File: config.mk
export PLATFORM = sky130hd
export DESIGN_NAME = eeprom_cmd_seq
export DESIGN_NICKNAME = d
export VERILOG_FILES = /design/src/rtl/eeprom_cmd_seq.sv
export SDC_FILE = /design/constraint.sdc
export NUM_CORES = 1
export LEC_CHECK = 0
export BUFFER_PORTS_ARGS = -buffer_cell sky130_fd_sc_hd__buf_2
export CAP_MARGIN = 20
export CORE_ASPECT_RATIO = 0.5
export CORE_UTILIZATION = 41
export DETAILED_ROUTE_END_ITERATION = 16
export PLACE_DENSITY_LB_ADDON = 0.15
export SLEW_MARGIN = 30
export SYNTH_ARGS = -nofsm -noshare
export SYNTH_HDL_FRONTEND = slang
export SYNTH_SLANG_ARGS = --single-unit
File: constraint.sdc
create_clock -name clk -period 2.7 [get_ports clk]
set_input_delay 0.54 -clock clk [delete_from_list [all_inputs] [get_ports clk]]
set_output_delay 0.54 -clock clk [all_outputs]
set_load 0.02 [all_outputs]
File: src/rtl/eeprom_cmd_seq.sv
// Command sequencer for an RM25C256-style SPI EEPROM (mode 0).
// Launches one opcode/address/data frame per request and returns the read byte.
module eeprom_cmd_seq #(
  parameter int SER_LEN    = 8,
  parameter int ADDR_W     = 16,
  parameter int CSB_HI_CYC = 10
) (
  input  logic               clk,
  input  logic               reset,
  input  logic               req,
  input  logic [SER_LEN-1:0] op,
  input  logic [ADDR_W-1:0]  addr,
  input  logic [SER_LEN-1:0] wdata,
  output logic               busy,
  output logic               done,
  output logic               err,
  output logic [SER_LEN-1:0] rdata,
  output logic               csb,
  output logic [SER_LEN-1:0] inst,
  input  logic               sck,
  output logic               si,
  input  logic               so
);

  localparam int TX_W = 2*SER_LEN + ADDR_W;
  localparam int GW   = $clog2(CSB_HI_CYC + 1);

  typedef enum logic [2:0] {IDLE, ERR, SETUP, SHIFT, TAIL, GAP} state_t;
  state_t state, state_nx;

  logic               sck_q, rise, fall;
  logic [TX_W-1:0]    tx, dec_tx;
  logic [SER_LEN-1:0] rx, op_q;
  logic [5:0]         bit_cnt, n_out, n_tot, dec_out, dec_tot;
  logic               rd_op, dec_rd, dec_ok;
  logic [GW-1:0]      gap_cnt;
  logic               gap_last;

  assign rise     = sck & ~sck_q;
  assign fall     = ~sck & sck_q;
  assign gap_last = (gap_cnt == GW'(CSB_HI_CYC - 1));

  // Frame decode: tx is left-aligned so si always comes from the MSB.
  always_comb begin
    dec_ok  = 1'b1;
    dec_rd  = 1'b0;
    dec_out = 6'(SER_LEN);
    dec_tot = 6'(SER_LEN);
    dec_tx  = {op, {(TX_W-SER_LEN){1'b0}}};
    case (op)
      SER_LEN'(8'h06), SER_LEN'(8'h04), SER_LEN'(8'h60), SER_LEN'(8'hC7),
      SER_LEN'(8'hB9), SER_LEN'(8'hAB), SER_LEN'(8'h79): ;
      SER_LEN'(8'h05): begin
        dec_tot = 6'(2*SER_LEN);
        dec_rd  = 1'b1;
      end
      SER_LEN'(8'h01): begin
        dec_out = 6'(2*SER_LEN);
        dec_tot = 6'(2*SER_LEN);
        dec_tx  = {op, wdata, {ADDR_W{1'b0}}};
      end
      SER_LEN'(8'h03): begin
        dec_out = 6'(SER_LEN + ADDR_W);
        dec_tot = 6'(TX_W);
        dec_tx  = {op, addr, {SER_LEN{1'b0}}};
        dec_rd  = 1'b1;
      end
      SER_LEN'(8'h02): begin
        dec_out = 6'(TX_W);
        dec_tot = 6'(TX_W);
        dec_tx  = {op, addr, wdata};
      end
      // dummy byte is the zero tail of tx, counted as out bits
      SER_LEN'(8'h0B): begin
        dec_out = 6'(TX_W);
        dec_tot = 6'(TX_W + SER_LEN);
        dec_tx  = {op, addr, {SER_LEN{1'b0}}};
        dec_rd  = 1'b1;
      end
      default: dec_ok = 1'b0;
    endcase
  end

  always_ff @(posedge clk) begin
    if (reset) state <= IDLE;
    else       state <= state_nx;
  end

  always_comb begin
    state_nx = state;
    case (state)
      IDLE:    if (req) state_nx = dec_ok ? SETUP : ERR;
      ERR:     state_nx = IDLE;
      SETUP:   state_nx = SHIFT;
      SHIFT:   if (rise && (bit_cnt + 6'd1 == n_tot)) state_nx = TAIL;
      TAIL:    if (fall) state_nx = GAP;
      GAP:     if (gap_last) state_nx = IDLE;
      default: state_nx = IDLE;
    endcase
  end

  always_ff @(posedge clk) begin
    if (reset) begin
      sck_q   <= 1'b0;
      tx      <= '0;
      rx      <= '0;
      op_q    <= '0;
      bit_cnt <= '0;
      n_out   <= '0;
      n_tot   <= '0;
      rd_op   <= 1'b0;
      gap_cnt <= '0;
      rdata   <= '0;
    end else begin
      sck_q <= sck;
      case (state)
        IDLE: begin
          bit_cnt <= '0;
          if (req) begin
            op_q  <= op;
            tx    <= dec_tx;
            n_out <= dec_out;
            n_tot <= dec_tot;
            rd_op <= dec_rd;
          end
        end
        SHIFT: begin
          if (rise) begin
            bit_cnt <= bit_cnt + 6'd1;
            if (bit_cnt >= n_out) rx <= {rx[SER_LEN-2:0], so};
          end
          if (fall && bit_cnt < n_tot) tx <= tx << 1;
        end
        TAIL: gap_cnt <= '0;
        GAP: begin
          gap_cnt <= gap_cnt + GW'(1);
          // load one cycle early so rdata is already valid alongside done
          if (gap_cnt == GW'(CSB_HI_CYC - 2) && rd_op) rdata <= rx;
        end
        default: ;
      endcase
    end
  end

  always_comb begin
    busy = (state != IDLE);
    done = (state == ERR) || (state == GAP && gap_last);
    err  = (state == ERR);
    csb  = !(state == SETUP || state == SHIFT || state == TAIL);
    inst = busy ? op_q : '0;
    si   = !csb && (bit_cnt < n_out) && tx[TX_W-1];
  end

endmodule

# --- After elaboration in Yosys (flattened, before gate mapping) ---
# Cells that the tools add are included.
op_classes:
  reduce_logical: 26
  mul: 0
  div: 0
  n_eq_ne: 26
  n_mux: 18
  order_cmp: 3
  n_addsub: 2
  bitwise: 4
  shift: 0
op_table:
  columns: ["cell", "count"]
  rows:
  - ["one-hot mux 24 bit (3 select lines)", 1]
  - ["2-to-1 mux 32 bit", 2]
  - ["one-hot mux 32 bit (2 select lines)", 1]
  - ["one-hot mux 6 bit (3 select lines)", 2]
  - ["== test 8 x 3 -> 1 bit (second input constant)", 3]
  - ["== test 8 bit (second input constant)", 3]
  - ["== test 8 x 2 -> 1 bit (second input constant)", 2]
  - ["== test 8 x 7 -> 1 bit (second input constant)", 2]
  - ["one-hot mux 3 bit (5 select lines)", 1]
  - ["< comparator 6 bit", 2]
  - ["2-to-1 mux 3 bit", 4]
  - ["inequality test 2 bit (second input constant)", 6]
  - ["one-hot mux 6 bit (2 select lines)", 1]
  - ["OR reduction 12 bit", 1]
  - ["== test 4 bit (second input constant)", 2]
  - ["== test 8 x 1 -> 1 bit (second input constant)", 1]
  - ["== test 8 x 4 -> 1 bit (second input constant)", 1]
  - ["2-to-1 mux 8 bit", 1]
  - ["one-hot mux 4 bit (2 select lines)", 1]
  - ["OR reduction 2 bit", 4]
  - ["adder 6 x 1 -> 6 bit (second input constant)", 1]
  - ["== test 3 x 2 -> 1 bit (second input constant)", 2]
  - ["== test 3 bit (second input constant)", 2]
  - ["== test 6 bit", 1]
  - ["18 further kinds", 32]
word_totals:
  mem_bits_rw: 0
  output_inout_bits: 21
  ff_bits: 83
  memories: 0
  word_cells: 90
  input_bits: 37
  latchBits: 0
  mem_bits_ro: 0

# --- Longest topological paths before layout ---
# Gate-level depths: netlist of run 1.
depth:
  word_depth: 6
  depth_mapped: 8
  mapped_depth_nobuf: 7

# --- Least setup slack after synthesis of run 1 ---
# Ideal clock, no wire load.
synth_path:
  path_type: "register -> output"
  from: "register state[2]"
  to: "output port si"
  arrival_time_ns: 1.498
  required_time_ns: 2.160
  n_path_buf: 2
  path_stages_with_launch: 6
  slack_ns: 0.662
  cell_sequence: "dfxtp_1 > clkbuf_1 > nand2b_1 > clkbuf_1 > o21a_1 > and4b_1"
synth_via:
  elab_chain_len: 5
  elab_cells_between_ends: 7
  classes_between: "3 x eq/ne; 4 x reduce/logical"
synth_lines:
  columns: ["element", "line", "text"]
  rows:
  - ["start: declaration", "29", "state_t state, state_nx;"]
  - ["start signal: assignment", "86", "else state <= state_nx;"]
  - ["== test 3 x 2 -> 1 bit", "149", "csb = !(state == SETUP || state == SHIFT || state == TAIL);"]
  - ["logical OR 1 bit", "149", null]
  - ["logical OR 1 bit *", "149", null]
  - ["logical AND 1 bit * (2 in a row)", "151", "si = !csb && (bit_cnt < n_out) && tx[TX_W-1];"]
  - ["end: declaration", "21", "output logic si,"]
# Every way passes the cells marked *; elsewhere a longest branch is shown, timed or not.

# --- Worst setup path in the final report of run 1 ---
layout_path:
  from: "register bit_cnt[4]"
  to: "output port si"
layout_via:
  elab_chain_len: 3
layout_lines:
  columns: ["element", "line", "text"]
  rows:
  - ["start: declaration", "34", "logic [5:0] bit_cnt, n_out, n_tot, dec_out, dec_tot;"]
  - ["start signal: assignment", "129", "bit_cnt <= bit_cnt + 6'd1;"]
  - ["< comparator 6 bit", "151", null]
  - ["logical AND 1 bit (2 in a row)", "151", null]
# Every way passes these cells.

==> results.tsv, run 1 <==
stage	metric	value	unit
place	gp_congestion	0.7865	
power_and_ir_drop	seqPwrFrac	38.1	%
cts	cts_max_level	3	
cts	cts_max_path_buffers	2	
finish	stdcell_count	670	
critical_path	start_kind	flip-flop	
run	maxCapViolCount	0	
floorplan	core_area	0.009069	mm²
finish	areaGrowthSynthToFinish	17.90	%
timing	fmax	393.1	MHz
floorplan	die_h	71.72	µm
routing	postRouteAntennaNets	0	
floorplan	num_rows	24	
synth	async_flop_share	0	%
timing	worst_slack	0.1564	ns
routing	wl_per_cell	14.78	µm
synth	seq_area_frac_synth	38.68	%
timing	hold_violations	0	
synth	netlist_area	0.003985	mm²
power_and_ir_drop	ir_drop	372.3	µV
grt	grt_pass1_vias	3127	
critical_path	critPathCaptureType	output port	
timing	setup_viol	0	
synth	ys_types	52	
power_and_ir_drop	switching_share	32.06	%
cts	post_cts_resized	0	
synth	synth-edff-count	0	
finish	nFillCells	902	
place	post-place-ws	0.4221	ns
place	dp_cells	654	
synth	synth_commonest_cells	dfxtp_1, nand2_1, nor2_1	
finish	post-route-cell-area	0.004698	mm²
grt	grtUsageMet1	30.64	%
power_and_ir_drop	combPwrFrac	26.1	%
cts	cts_tree	yes	
synth	yosys.area.top_type	dfxtp_1	
critical_path	path_cells	ha_1 > nor2b_1 > o21ai_0 > and4b_1 > buf_2	
grt	grt-busiest-layer	met1	
timing	rsz0062_at_grt	false	
critical_path	cpMaxStageDelayCell	dfxtp_1	
timing	fin_skew	0.007056	ns
routing	vias	3616	
cts	clk_pin_slew	0.06	ns
floorplan	start_util	43.94	%
power_and_ir_drop	p_sw	0.001178	W
synth	yosys.area.top_type_share	38.68	%
cts	cts_setup_buffers	0	
floorplan	fp.dieW	141.4	µm
power_and_ir_drop	power-per-cell-area	782.5	mW/mm²
timing	min_period_over_period	94.21	%
timing	tightest_slew	0.7096	ns
synth	synth_area_leaders	dfxtp_1, nand2_1, nor2_1, a21oi_1, nor3_1	
grt	grt_usage	20.31	%
routing	first_pass_iters	5	
floorplan	die_area	0.01014	mm²
timing	slew_viol_final	0	
power_and_ir_drop	power.leakage	1.801	nW
critical_path	criticalPathCategory	flip-flop to output port	
critical_path	max_stage_delay	0.50	ns
place	dpl_cell_area	0.004373	mm²
grt	use_met3	6.684	%
power_and_ir_drop	p_int	0.002498	W
grt	met2_usage	27.28	%
routing	drtIter0Drc	269	
synth	syn-num-nets	541	
critical_path	critPathRequiredTime	2.16	ns
synth	ys_warn_count	0	
synth	syn_area_per_cell	8.067	µm²
synth	ys.flop_type	dfxtp_1	
critical_path	ff2ff_setup_slack	0.54	ns
routing	drc	0	
finish	antenna_cells	0	
cts	postCtsHoldBufs	0	
timing	tns	0	ns
place	dp_hpwl	6.657	mm
grt	gr-total-overflow	0	
cts	cts_inserted_buffers	9	
routing	drt_wl_total	9.900	mm
synth	synth-seq-cells	77	
grt	grt_pass1_wl	16.13	mm
critical_path	cp_data_arrival_time	2.00	ns
routing	vias_per_cell	5.397	
cts	ctsRootBufferMaster	clkbuf_16	
grt	grt_max_degree	33	
cts	numClockSinks	77	
synth	postSynthCellCount	494	
timing	min_period	2.544	ns
synth	yosysMostFrequentCell	dfxtp_1	
worst_hold_path	min_path_type	input pin to flip-flop	
timing	relSlewSlack	52.34	%
power_and_ir_drop	p_clk_share	35.7	%
critical_path	crit_fanout	8	
cts	clk_latency	0.33	ns
place	port-buffer-count	57	
floorplan	io_pins	58	
finish	drive_above_1_share	17.41	%
grt	antenna_found_initial	0	
status	status	finished, final reports clean	
finish	layout.nets	582	
-- flip-flops by register name, indices dropped and copies added (netlist names) --
name	count
bit_cnt	6
gap_cnt	4
n_out	3
n_tot	3
op_q	8
rd_op	1
rdata	8
rx	8
sck_q	1
state	3
tx	32
-- cells in the final DEF (no fill, tap or decap), drive strengths merged, types with 11 or more instances in the layout --
master / synthesis / final
a21oi: 40 / 40
a22oi: 11 / 11
inv: 13 / 13
mux2i: 17 / 17
buf: 16 / 70
o21ai: 13 / 13
nor2: 55 / 55
dfxtp: 77 / 77
nor3: 39 / 39
nand2: 57 / 57
a211oi: 26 / 26
-- power by group through the flow --
stage | registers [W] | clock network, W | logic (W)
2_1_floorplan | 0.00139 | 0 | 0.000713
3_3_place_gp | 0.00142 | 0 | 0.000963
3_5_place_dp | 0.00142 | 0 | 0.000963
4_1_cts | 0.00140 | 0.00135 | 0.000965
5_1_grt | 0.00142 | 0.00141 | 0.00106
6_report | 0.00140 | 0.00131 | 0.000961
-- logic make-up after synthesis --
| family | after synthesis | synth area share, % |
|---|---|---|
| AOI/OAI and AO/OA | 121 | 20.47 |
| xor gates and xnor gates | 4 | 0.8793 |
| adders and majority gates | 10 | 3.140 |
| buffers and inverters | 53 | 5.495 |
| DFF | 77 | 38.68 |
| muxes | 18 | 4.552 |
| and+or+nand+nor | 211 | 26.78 |
-- final cells by class --
| class | instances | area (µm²) | share of cell area (%) |
|---|---|---|---|
| clock buffer | 10 | 239.0 | 5.087 |
| clock inverter | 6 | 86.33 | 1.838 |
| inverter | 13 | 48.80 | 1.039 |
| multi-input combinational | 364 | 2225 | 47.35 |
| sequential | 77 | 1541 | 32.81 |
| tap | 130 | 162.7 | 3.462 |
| timing repair buffer | 70 | 395.4 | 8.415 |
-- through the flow --
stage | utilization, % | hold WS, ns | power (W)
after global routing | 51.81 | 0.4705 | 0.003890
after detailed placement | 48.22 | 0.4438 | 0.002386
after CTS | 51.81 | 0.4268 | 0.003712
after floorplan | - | 0.4317 | 0.002103
final | 51.81 | 0.4434 | 0.003676
after global placement | 48.22 | 0.4378 | 0.002386
-- worst max-delay path, delay by kind of cell (launching register included) --
| family | cells | cell delay [ns] |
|---|---|---|
| flip-flops | 1 | 0.50 |
| AND/OR/NAND/NOR | 2 | 0.37 |
| buffers and inverters | 1 | 0.17 |
| AO/OA/AOI/OAI | 1 | 0.33 |
| adder cells (fa/ha/maj) | 1 | 0.30 |
-- per-layer routing --
metal  wire length (µm)  part of all wire [%]
met1               5120                    52
met2               4004                    40
met4                 46                  0.46
met5                  0                     0
met3                729                   7.4
-- path summary, 6_finish.rpt --
path | start | cells past startpoint | to
max reg2reg | state[2] | 6 | tx[5]
min | so | 3 | rx[0]
min reg2reg | op_q[2] | 2 | op_q[2]
max | bit_cnt[4] | 5 | si
Power figures use the tool's default switching activity.
==> run 2, diff against run 1 <==
Settings changed: CORE_MARGIN set to 4, REMOVE_ABC_BUFFERS set to 1, TNS_END_PERCENT set to 50.
==> run 2 against run 1 <==
Die area grew 13%. Sequential share of layout area grew 0.21 points. Critical path depth is the same. Non-clock buffer count shrank 5. Utilization shrank 2.4 points. Sequential cell count is the same. Hold slack lost 0.0056 ns. Maximum frequency grew 4.3%. Sequential power is essentially flat. Global-route usage shrank 2.6 points. Routed wire length shrank 0.39%. Largest power group unchanged.
==> results.tsv, run 2 (synthesis results as in run 1) <==
stage	metric	value	unit
status	status	finished, final reports clean	
routing	first_pass_iters	5	
critical_path	r2r-start	state[0]	
critical_path	crit_fanout	8	
floorplan	core_area	0.009447	mm²
power_and_ir_drop	power-per-cell-area	771.2	mW/mm²
finish	layout_commonest_cell	dfxtp_1	
power_and_ir_drop	power.leakage	1.768	nW
routing	drt_wl_total	9.861	mm
floorplan	fp.dieW	147.4	µm
place	post-place-ws	0.4273	ns
critical_path	path_cells	ha_1 > nor2b_1 > o21ai_1 > and4b_1 > buf_2	
critical_path	start_kind	flip-flop	
critical_path	max_stage_delay	0.48	ns
timing	setup_viol	0	
routing	drc	0	
routing	wl_met3	480	µm
timing	tns	0	ns
floorplan	die_area	0.01146	mm²
floorplan	start_util	42.19	%
floorplan	num_rows	25	
cts	cts_inserted_buffers	9	
grt	grt_pass1_vias	3437	
cts	cts_tree	yes	
critical_path	crit_family	flip-flops	
routing	postRouteAntennaNets	0	
routing	vias	3587	
routing	top_layer	met4	
grt	gr-total-overflow	0	
cts	clk_latency	0.34	ns
finish	layout.nets	577	
worst_hold_path	holdPathStages	3	
finish	drive_above_1_share	16.48	%
timing	fin_skew	0.007343	ns
critical_path	criticalPathCategory	flip-flop to output port	
timing	relSlewSlack	47.83	%
cts	cts_max_path_buffers	2	
power_and_ir_drop	finalPower	0.003600	W
critical_path	cp.buffers_inverters	1	
run	maxCapViolCount	0	
power_and_ir_drop	ir_drop	296.7	µV
grt	grt_pass1_wl	16.67	mm
worst_hold_path	min_path_type	input pin to flip-flop	
place	dp_hpwl	6.443	mm
critical_path	ff2ff_setup_slack	0.54	ns
place	dpl_cell_area	0.004354	mm²
place	port-buffer-count	57	
timing	min_period	2.440	ns
critical_path	cpMaxStageDelayCell	dfxtp_1	
timing	fmax	409.9	MHz
floorplan	io_pins	58	
grt	antenna_found_initial	0	
cts	numClockSinks	77	
timing	rsz0062_at_grt	false	
finish	post-route-cell-area	0.004668	mm²
critical_path	critPathCaptureType	output port	
timing	holdWs	0.4378	ns
worst_hold_path	hold-path-endpoint	rx[0]	
routing	drtIter0Drc	217	
timing	min_period_over_period	90.37	%
finish	regMostFlops	tx	
finish	largest_reg_flops	32	
cts	ctsRootBufferMaster	clkbuf_16	
finish	areaGrowthSynthToFinish	17.14	%
critical_path	critPathRequiredTime	2.16	ns
grt	grt_max_degree	61	
cts	clk_pin_slew	0.06	ns
critical_path	reg2reg_depth	6	
grt	grt_usage	17.73	%
timing	slew_viol_final	0	
finish	final_cell_mix	dfxtp_1, nand2_1, buf_2	
routing	vias_per_cell	5.362	
timing	tightest_slew	0.7767	ns
routing	route.met2.wl	4.338	mm
timing	hold_violations	0	
cts	cts_setup_buffers	0	
floorplan	die_h	77.72	µm
cts	cts_max_level	3	
finish	antenna_cells	0	
worst_hold_path	hold_path.startpoint	so	
routing	wl_per_cell	14.74	µm
place	gp_congestion	0.8234	
timing	worst_slack	0.2601	ns
critical_path	cp_data_arrival_time	1.90	ns
routing	met1_length	4.924	mm
critical_path	r2r_end	tx[28]	
run 2: cell count changes in the layout (fill, tap and decap cells not counted):
cell | previous run | this run
buf_4 | 12 | 6
buf_12 | 1 | 2
clkbuf_8 | 1 | 0
clkinv_2 | 2 | 1
clkinvlp_4 | 1 | 2
o21ai_0 | 10 | 9
o21ai_1 | 3 | 4
run 2: worst max-delay path by stage:
| stage | startpoint | depth (start not counted) | slack [ns] | end |
|---|---|---|---|---|
| 2_1_floorplan | state[0] | 5 | 0.26 | tx[24] |
| 3_3_place_gp | op[7] | 6 | 0.50 | tx[21] |
| 3_5_place_dp | op[7] | 6 | 0.43 | tx[20] |
| 4_1_cts | bit_cnt[4] | 5 | 0.14 | si |
| 5_1_grt | bit_cnt[4] | 5 | 0.13 | si |
| 6_report | bit_cnt[4] | 5 | 0.26 | si |
run 2: cell type report:
type | count | area (µm²)
timing repair buffer | 65 | 370.4
tap | 135 | 168.9
clock buffer | 9 | 225.2
sequential | 77 | 1541
inverter | 13 | 48.80
multi-input combinational | 364 | 2225
fill | 952 | 4778
clock inverter | 6 | 88.84
run 2: worst reg2reg max path: stages (launching register included):
cell and delay, ns:
dfxtp_1 0.59, nand3b_1 0.16, nor4b_1 0.41, o21a_1 0.30
buf_12 0.22, nor3_1 0.07, a311oi_1 0.30
run 2: metal layers:
layer  up-vias  GRT usage [%]
met5         -              0
met4         0          5.019
met3        11          4.201
met2        77          28.03
met1      1656          24.31
li1       1843              -
run 2: power by group:
group	internal, W	switching [W]	total (W)	leakage, nW
sequential	0.00130	0.000123	0.00142	0.628
clock	0.000804	0.000478	0.00128	0.147
combinational	0.000336	0.000559	0.000895	0.992
run 2: what timing repair did:
item | in CTS | in global routing
resized for setup | 0 | 1
endpoints found under the hold margin | 0 | 0
hold buffers | 0 | 0
setup endpoints to repair | 0 | 1
run 2: stage by stage:
step | std cells | util, %
after detailed placement | 654 | 46.09
final | 669 | 49.42
after global routing | 669 | 49.42
after CTS | 669 | 49.42
after floorplan | 454 | -
after global placement | 654 | 46.09
==> run 3, diff against run 2 <==
Settings changed: PLACE_DENSITY_LB_ADDON 0.15 to unset.
==> run 3 against run 2 <==
Register-to-register slack hardly changed. Non-clock buffer count is 4 higher. Hold slack better by 0.0083 ns. Setup slack worse by 0.062 ns. First-iteration DRC count is 21% higher. Via count is 1.6% higher.
==> results.tsv, run 3 (synthesis results as in run 1) <==
stage	metric	value	unit
grt	grt_usage	18.00	%
finish	layout_commonest_cell	dfxtp_1	
cts	cts_inserted_buffers	9	
finish	utilization	49.44	%
worst_hold_path	hold_path.startpoint	so	
critical_path	r2r_end	rx[1]	
timing	setup_viol	0	
timing	fmax	399.8	MHz
timing	min_period	2.502	ns
floorplan	fp.dieW	147.4	µm
run	maxCapViolCount	0	
power_and_ir_drop	ir_drop	319.8	µV
cts	clk_pin_slew	0.06	ns
timing	min_period_over_period	92.65	%
timing	fin_skew	0.007675	ns
timing	relSlewSlack	49.92	%
status	status	finished, final reports clean	
critical_path	reg2reg_depth	7	
floorplan	core_area	0.009447	mm²
floorplan	start_util	42.19	%
grt	grt_pass1_wl	16.97	mm
critical_path	criticalPathCategory	flip-flop to output port	
routing	first_pass_iters	4	
finish	regMostFlops	tx	
grt	grt_max_degree	46	
critical_path	cp_data_arrival_time	1.96	ns
cts	cts_max_level	3	
routing	drt_wl_total	10.06	mm
routing	postRouteAntennaNets	0	
place	port-buffer-count	57	
cts	clk_latency	0.34	ns
place	gp_congestion	0.7975	
timing	hold_violations	0	
finish	stdcell_count	674	
grt	gr-total-overflow	0	
cts	postCtsHoldBufs	0	
critical_path	critPathCaptureType	output port	
floorplan	die_h	77.72	µm
floorplan	io_pins	58	
cts	cts_tree	yes	
routing	drc	0	
finish	antenna_cells	0	
critical_path	critPathRequiredTime	2.16	ns
critical_path	crit_fanout	8	
critical_path	start_kind	flip-flop	
cts	ctsRootBufferMaster	clkbuf_16	
power_and_ir_drop	power-per-cell-area	763.3	mW/mm²
worst_hold_path	min_path_type	input pin to flip-flop	
place	dp_hpwl	6.665	mm
routing	vias_per_cell	5.408	
cts	cts_max_path_buffers	2	
critical_path	ff2ff_setup_slack	0.54	ns
finish	drive_above_1_share	17.25	%
critical_path	r2r-start	bit_cnt[3]	
routing	wl_per_cell	14.92	µm
worst_hold_path	hold-path-endpoint	rx[0]	
timing	tns	0	ns
finish	largest_reg_flops	32	
timing	tightest_slew	0.7512	ns
floorplan	die_area	0.01146	mm²
grt	grt_pass1_vias	3402	
cts	post_cts_resized	0	
cts	cts_setup_buffers	0	
finish	final_cell_mix	dfxtp_1, nand2_1, buf_2	
routing	drtIter0Drc	262	
grt	antenna_found_initial	0	
place	dp_cells	658	
power_and_ir_drop	power.leakage	1.783	nW
cts	numClockSinks	77	
finish	areaGrowthSynthToFinish	17.21	%
finish	layout.nets	581	
routing	vias	3645	
worst_hold_path	holdPathStages	3	
floorplan	num_rows	25	
timing	slew_viol_final	0	
timing	rsz0062_at_grt	false	
[run 3: cell count changes in the layout (fill, tap and decap cells not counted)]
cell	previous run	this run
o21ai_1	4	3
clkinv_4	1	2
o21ai_0	9	10
buf_4	6	11
clkinvlp_4	2	1
clkinv_2	1	2
buf_12	2	1
inv_6	0	1
bufinv_16	2	1
[run 3: metal layers]
metal | global-route usage (%) | share of wire, % | routed length (µm)
met5 | 0 | 0 | 0
met4 | 4.647 | 0.59 | 59
met3 | 4.492 | 4.4 | 447
met2 | 26.70 | 43 | 4351
met1 | 26.09 | 52 | 5196
[run 3: worst max path at each step]
stage	startpoint	end	cells past startpoint
after floorplan	state[0]	tx[24]	5
after global placement	op[7]	tx[0]	6
after detailed placement	op[7]	tx[19]	6
after CTS	bit_cnt[4]	si	5
after global routing	bit_cnt[4]	si	5
final	bit_cnt[4]	si	5
[run 3: power by group]
group	leakage (nW)	switching [W]	total (W)	internal (W)
registers	0.628	0.000107	0.00141	0.00130
logic	1.01	0.000588	0.000942	0.000354
clock network	0.146	0.000496	0.00122	0.000719
[run 3: final cells by class]
| class | instances | area (µm²) |
|---|---|---|
| clock buffer | 9 | 225.2 |
| clock inverter | 7 | 73.82 |
| fill | 960 | 4776 |
| inverter | 13 | 48.80 |
| multi-input combinational | 364 | 2225 |
| sequential | 77 | 1541 |
| tap | 135 | 168.9 |
| timing repair buffer | 69 | 387.9 |
[run 3: metrics by stage]
step	cell area (µm²)	setup slack, ns	hold slack [ns]	power (W)
after floorplan	3815	0.2623	0.4257	0.002031
after global placement	4372	0.4814	0.4402	0.002369
after detailed placement	4372	0.4645	0.4444	0.002373
after CTS	4671	0.1759	0.4390	0.003600
after global routing	4671	0.008902	0.4694	0.003785
final	4671	0.1985	0.4461	0.003565
[run 3: critical path, stage by stage (launching register included)]
cell     delay, ns
dfxtp_1       0.48
ha_1          0.29
nor2b_1       0.13
o21ai_0       0.31
and4b_1       0.25
buf_2         0.16
